`src/rtl/mul_pkg.sv`:
```
// ---------------------------------------------------------------------------
// mul_pkg
// Shared definitions for the sequential shift-add multiplier:
//   - mul_state_e   : controller states (IDLE, CALC, FIX, DONE)
//   - iter_count()  : number of CALC cycles needed for a WIDTH/STEP pair
//   - step_is_legal(): true when STEP evenly divides WIDTH
// ---------------------------------------------------------------------------
package mul_pkg;

    typedef enum logic [1:0] {
        IDLE = 2'd0,
        CALC = 2'd1,
        FIX  = 2'd2,
        DONE = 2'd3
    } mul_state_e;

    // Each CALC cycle retires STEP multiplier bits.
    function automatic int iter_count(input int width, input int step);
        return width / step;
    endfunction

    // STEP must be a positive divisor of WIDTH so the last CALC cycle
    // consumes exactly the top multiplier bits.
    function automatic bit step_is_legal(input int width, input int step);
        return (step > 0) && (step <= width) && ((width % step) == 0);
    endfunction

endpackage

```
`src/rtl/mul_step.sv`:
```
// ---------------------------------------------------------------------------
// mul_step
// Combinational partial-product adder for one CALC cycle. Adds the
// multiplicand magnitude, shifted to each selected bit position, into the
// running accumulator.
//
// Ports:
//   i_acc      [2*WIDTH-1:0]  current accumulator
//   i_mcand    [WIDTH-1:0]    multiplicand magnitude |a|
//   i_bits     [STEP-1:0]     multiplier bits retired this cycle (LSB first)
//   i_pos      [POS_W-1:0]    bit position of i_bits[0] within |b|
//   o_acc_next [2*WIDTH-1:0]  accumulator after this cycle's additions
// ---------------------------------------------------------------------------
module mul_step #(
    parameter int WIDTH = 32,
    parameter int STEP  = 1,
    parameter int POS_W = $clog2(2 * WIDTH)
) (
    input  logic [2*WIDTH-1:0] i_acc,
    input  logic [WIDTH-1:0]   i_mcand,
    input  logic [STEP-1:0]    i_bits,
    input  logic [POS_W-1:0]   i_pos,
    output logic [2*WIDTH-1:0] o_acc_next
);

    logic [2*WIDTH-1:0] w_mcand_ext;

    assign w_mcand_ext = {{WIDTH{1'b0}}, i_mcand};

    // Sum of the STEP shifted partial products. The accumulator is 2*WIDTH
    // bits wide, so no partial sum of unsigned magnitudes can overflow it.
    always_comb begin
        o_acc_next = i_acc;
        for (int j = 0; j < STEP; j++) begin
            if (i_bits[j]) begin
                o_acc_next = o_acc_next + (w_mcand_ext << (int'(i_pos) + j));
            end
        end
    end

endmodule

```
`src/rtl/seq_multiplier.sv`:
```
// ---------------------------------------------------------------------------
// seq_multiplier
// Multi-cycle shift-add multiplier with valid/ready handshakes on both
// sides. Operands are converted to magnitudes on accept, multiplied
// unsigned over WIDTH/STEP cycles, then the sign is applied in one FIX
// cycle. One operation is in flight at a time.
//
// Ports:
//   clk        sole clock, rising edge
//   rst_n      asynchronous active-low reset
//   flush      synchronous abort back to IDLE, discards any result
//   in_valid   operands present on a/b/is_signed
//   in_ready   block can accept (IDLE only)
//   a, b       multiplicand / multiplier, WIDTH bits
//   is_signed  1: two's-complement operands and product, 0: unsigned
//   out_valid  y holds a completed product
//   out_ready  consumer accepts y
//   y          2*WIDTH-bit product
//   busy       high in CALC or FIX
// ---------------------------------------------------------------------------
module seq_multiplier
    import mul_pkg::*;
#(
    parameter int WIDTH = 32,
    parameter int STEP  = 1
) (
    input  logic               clk,
    input  logic               rst_n,
    input  logic               flush,
    input  logic               in_valid,
    output logic               in_ready,
    input  logic [WIDTH-1:0]   a,
    input  logic [WIDTH-1:0]   b,
    input  logic               is_signed,
    output logic               out_valid,
    input  logic               out_ready,
    output logic [2*WIDTH-1:0] y,
    output logic               busy
);

    localparam int ITER  = iter_count(WIDTH, STEP);
    localparam int CNT_W = $clog2(ITER + 1);
    localparam int POS_W = $clog2(2 * WIDTH);
    localparam logic [CNT_W-1:0] LAST_CNT = CNT_W'(ITER - 1);

    // Reject illegal STEP at elaboration time.
    if (!step_is_legal(WIDTH, STEP)) begin : g_bad_step
        $error("seq_multiplier: STEP must evenly divide WIDTH");
    end

    mul_state_e r_state;
    mul_state_e w_next_state;

    logic [WIDTH-1:0]   r_mcand;
    logic [WIDTH-1:0]   r_mplier;
    logic               r_neg;
    logic [2*WIDTH-1:0] r_acc;
    logic [CNT_W-1:0]   r_count;
    logic [2*WIDTH-1:0] r_y;

    logic [WIDTH-1:0]   w_abs_a;
    logic [WIDTH-1:0]   w_abs_b;
    logic [POS_W-1:0]   w_pos;
    logic [2*WIDTH-1:0] w_acc_next;

    // Negating the most-negative value yields the same bit pattern, which
    // read as unsigned is exactly its magnitude.
    assign w_abs_a = (is_signed && a[WIDTH-1]) ? (-a) : a;
    assign w_abs_b = (is_signed && b[WIDTH-1]) ? (-b) : b;

    assign w_pos = POS_W'(r_count) * POS_W'(STEP);

    mul_step #(
        .WIDTH (WIDTH),
        .STEP  (STEP),
        .POS_W (POS_W)
    ) u_step (
        .i_acc      (r_acc),
        .i_mcand    (r_mcand),
        .i_bits     (r_mplier[STEP-1:0]),
        .i_pos      (w_pos),
        .o_acc_next (w_acc_next)
    );

    assign in_ready  = (r_state == IDLE);
    assign out_valid = (r_state == DONE);
    assign busy      = (r_state == CALC) || (r_state == FIX);
    assign y         = r_y;

    // State register.
    always_ff @(posedge clk or negedge rst_n) begin
        if (!rst_n) begin
            r_state <= IDLE;
        end else begin
            r_state <= w_next_state;
        end
    end

    // Next-state logic. flush overrides every transition.
    always_comb begin
        w_next_state = r_state;
        case (r_state)
            IDLE: if (in_valid)            w_next_state = CALC;
            CALC: if (r_count == LAST_CNT) w_next_state = FIX;
            FIX:                           w_next_state = DONE;
            DONE: if (out_ready)           w_next_state = IDLE;
            default:                       w_next_state = IDLE;
        endcase
        if (flush) begin
            w_next_state = IDLE;
        end
    end

    // Datapath: operands and sign are captured only on the accept edge;
    // the multiplier register shifts right so its low STEP bits are always
    // the ones being retired this cycle.
    always_ff @(posedge clk or negedge rst_n) begin
        if (!rst_n) begin
            r_mcand  <= '0;
            r_mplier <= '0;
            r_neg    <= 1'b0;
            r_acc    <= '0;
            r_count  <= '0;
            r_y      <= '0;
        end else begin
            case (r_state)
                IDLE: begin
                    if (in_valid && !flush) begin
                        r_mcand  <= w_abs_a;
                        r_mplier <= w_abs_b;
                        r_neg    <= is_signed & (a[WIDTH-1] ^ b[WIDTH-1]);
                        r_acc    <= '0;
                        r_count  <= '0;
                    end
                end
                CALC: begin
                    if (!flush) begin
                        r_acc    <= w_acc_next;
                        r_mplier <= r_mplier >> STEP;
                        r_count  <= r_count + CNT_W'(1);
                    end
                end
                FIX: begin
                    if (!flush) begin
                        r_y <= r_neg ? (-r_acc) : r_acc;
                    end
                end
                DONE: begin
                    if (flush) begin
                        r_y <= '0;
                    end
                end
                default: begin
                    r_acc <= '0;
                end
            endcase
        end
    end

endmodule

```
`config.mk`:
```
export PLATFORM = sky130hd
export DESIGN_NAME = seq_multiplier
export DESIGN_NICKNAME = d
export VERILOG_FILES = /design/src/rtl/mul_pkg.sv /design/src/rtl/mul_step.sv /design/src/rtl/seq_multiplier.sv
export SDC_FILE = /design/constraint.sdc
export NUM_CORES = 1
export LEC_CHECK = 0
export CAP_MARGIN = 20
export CORE_MARGIN = 2
export CORE_UTILIZATION = 50
export CTS_CLUSTER_SIZE = 14
export DETAILED_ROUTE_END_ITERATION = 8
export PLACE_DENSITY = 0.73
export SLEW_MARGIN = 20
export SYNTH_ARGS = -nofsm -noshare
export SYNTH_HDL_FRONTEND = slang
export SYNTH_SLANG_ARGS = --single-unit
```
`constraint.sdc`:
```
create_clock -name clk -period 5 [get_ports clk]
set_input_delay 1.25 -clock clk [delete_from_list [all_inputs] [get_ports clk]]
set_output_delay 1.25 -clock clk [all_outputs]
set_load 0.02 [all_outputs]
```
==> flow_summary.toml <==
[global_route]
grt_pass1_wl_um = 75800
overflow = 0
grt_pass1_vias = 14299
antenna_found_initial = 0
track_usage_pct = 27.8
grt_max_degree = 87

[placed_design]
dp.cells = 2536
port_buffers = 136
place.gp.congestion = 0.972
dpl-instance-area_um2 = 18500
dp_slack_ps = 190
hpwl_um = 36800

[die]
initial_core_util_pct = 50.9
num_rows = 65
core_area_um2 = 31600
die_h_um = 183
die_area_um2 = 33600
die_x_um = 183
io_pins = 137

[timing]
fmax_mhz = 211
tns_ps = 0
hold_ws_ps = 472
fin_crit_sh_pct = 94.6
setup_viol = 0
slew_headroom_pct = 34.3
finalClockSkew_ps = 13.8
hold_viol = 0
worst_pin_slew_ps = 985
fin_crit_ps = 4730
fin_ws_ps = 269
slew_violations = 0

[power]
p_clk_share_pct = 13.6
ir_drop_v = 0.000348
p_leak_nw = 8.33
netSwitchingPower_mw = 6.20
power_density_nw_per_um2 = 676
p_int_mw = 6.88
swShare_pct = 47.4
comb_power_share_pct = 65.3
power_frac_seq_pct = 21.2

[drt]
vias = 15202
dr.pass1.iters = 5
antenna_left = 0
wirelength_um = 46800
drtIter0Drc = 967
wl_per_cell_um = 18.1
drcViolationCount = 0
via_per_inst = 5.89

[yosys]
postSynthAreaPerCell_um2 = 8.02
synth_cell_types = 74
ys_seq_area_share_pct = 31.3
synth-async-reset-ratio_pct = 100
synth-edff-count = 0
ys_warn_count = 0
syn-num-nets = 2150
syn-cell-area_um2 = 16100
ys.flop_type = "dfrtp_1"
ys_seq_elements = 201
synthCells = 2007

[clocking]
htreeDepth = 1
clk_pin_slew_ps = 70
cts_buffer_depth = 3
numCtsBuffers = 23
ctsHoldBuffers = 0
cts_tree = "done"
cts_root_buffer = "clkbuf_16"
clk_latency_ps = 530
cts_num_sinks = 201

[hold_path]
min-delay-start = "y[29]$_DFFE_PN0P_"
hold_path_depth = 2
hold_path_class = "reg2reg"
holdPathEnd = "y[29]$_DFFE_PN0P_"

[critical_path]
crit_path_cell_trace = "buf_12 -> buf_12 -> mux4_2 -> mux2_2 -> o21ai_0 -> mux2_2 -> nor2_1 -> ha_1 -> nand2_1 -> nor2_1 -> or4b_1 -> o31ai_1 -> buf_4 -> a31oi_2 -> o21ai_1 -> a21oi_1 -> buf_4 -> o2111ai_1 -> o211ai_1"
worstReg2RegEnd = "r_acc[57]$_DFFE_PN0P_"
rrSetupSlack_ps = 270
r2r_cells = 19
cp-start-kind = "flip-flop"
rr_startpoint = "r_count[0]$_DFFE_PN0P_"
slowest_stage = "mux4_2"
crit_arrival_ps = 5130
crit_fanout = 15
cp.required_ps = 5400
end_kind = "flip-flop"
critPathMaxStageDelay_ps = 500
path_class = "reg2reg"

[cells_and_area]
drive_above_1_share_pct = 11.3
stdcell_count = 2579
fin_nets = 2303
final_cell_mix = "nand2_1, o21ai_0, dfrtp_1"
area_growth_pct = 20.2
layout_commonest_cell = "nand2_1"
fill_cells = 2818
final_cell_area_um2 = 19400
diodes = 0

[status]
status = "finished, final reports clean"

[flow_run]
max-cap-violations = 0
==> cell families (layout without fill, tap and decap cells) <==
| family | after synthesis | count (layout) | synth area share (%) |
|---|---|---|---|
| buffers and inverters | 155 | 325 | 3.62 |
| muxes | 89 | 89 | 7.24 |
| adders and majority gates | 73 | 73 | 5.72 |
| AOI/OAI and AO/OA | 634 | 634 | 23.2 |
| and+or+nand+nor | 679 | 679 | 19.4 |
| DFF | 201 | 201 | 31.2 |
| xor gates and xnor gates | 176 | 176 | 9.58 |
==> layer usage <==
| layer | up-vias | routed length (um) | track usage, % |
|---|---|---|---|
| met5 | - | 0 | 0 |
| met4 | 0 | 1180 | 7.52 |
| met3 | 62 | 2390 | 3.05 |
| met2 | 432 | 21600 | 45.7 |
| met1 | 7196 | 21600 | 39.1 |
| li1 | 7512 | - | - |
==> final cells by class <==
type / instances / area, um^2 / area share [%]
clock inverter: 7 / 97.6 / 0.504
sequential: 201 / 5030 / 26.0
inverter: 31 / 116 / 0.601
timing repair buffer: 252 / 2320 / 12.0
clock buffer: 35 / 701 / 3.62
multi-input combinational: 1651 / 10600 / 54.7
tap: 402 / 503 / 2.60
==> critical path, delay by kind of cell (launching register included) <==
kind                     cells  cell delay (ps)
AO/OA/AOI/OAI                7             1280
adder cells (fa/ha/maj)      1              360
buffers and inverters        4              660
flip-flops                   1              420
multiplexers                 3             1040
AND/OR/NAND/NOR              4              830
==> through the flow <==
stage	total power [mW]	util (%)
finish	13.1	61.2
global route	14.1	61.2
CTS	13.0	60.9
detailed placement	11.2	58.4
global placement	11.1	58.4
floorplan	8.34	-
==> flip-flops by register name, summed over array words and instances (netlist names) <==
name,flops
r_acc,64
r_count,6
r_mcand,32
r_mplier,32
r_neg,1
r_state,2
y,64
==> synthesized netlist by cell type (21+ instances only) <==
cell / instances / area (um^2)
nand2_1: 342 / 1280
o21ai_0: 282 / 1410
dfrtp_1: 201 / 5030
a21oi_1: 130 / 651
xor2_1: 124 / 1090
nor2_1: 122 / 458
clkbuf_1: 109 / 409
ha_1: 72 / 901
xnor2_1: 52 / 455
mux2i_1: 50 / 500
o31ai_1: 37 / 278
a21o_1: 35 / 263
inv_1: 29 / 109
nand4_1: 27 / 169
nand3_1: 25 / 125
o21ai_1: 25 / 125
or3_1: 23 / 144
nor3_1: 21 / 105
==> how the worst max path moves through the flow <==
stage	startpoint	to	slack (ps)	depth (start not counted)
2_1_floorplan	r_count[0]$_DFFE_PN0P_	r_acc[61]$_DFFE_PN0P_	-80	19
3_3_place_gp	r_count[0]$_DFFE_PN0P_	r_acc[61]$_DFFE_PN0P_	190	18
3_5_place_dp	r_count[0]$_DFFE_PN0P_	r_acc[53]$_DFFE_PN0P_	190	22
4_1_cts	r_count[0]$_DFFE_PN0P_	r_acc[53]$_DFFE_PN0P_	170	22
5_1_grt	r_count[0]$_DFFE_PN0P_	r_acc[59]$_DFFE_PN0P_	-40	20
6_report	r_count[0]$_DFFE_PN0P_	r_acc[57]$_DFFE_PN0P_	270	19
==> power groups by stage <==
stage / clock network, mW / logic, mW / registers (mW)
after floorplan: 0 / 5.56 / 2.78
after global placement: 0 / 8.30 / 2.76
after detailed placement: 0 / 8.43 / 2.79
after CTS: 1.81 / 8.46 / 2.77
after global routing: 1.87 / 9.42 / 2.86
final: 1.78 / 8.54 / 2.77
==> repair_timing <==
item | CTS | global route
resized for setup | 0 | 29
setup endpoints to repair | 0 | 13
hold endpoints to repair | 0 | 0
buffers inserted | 0 | 1
(Power assumes the default switching activity.)
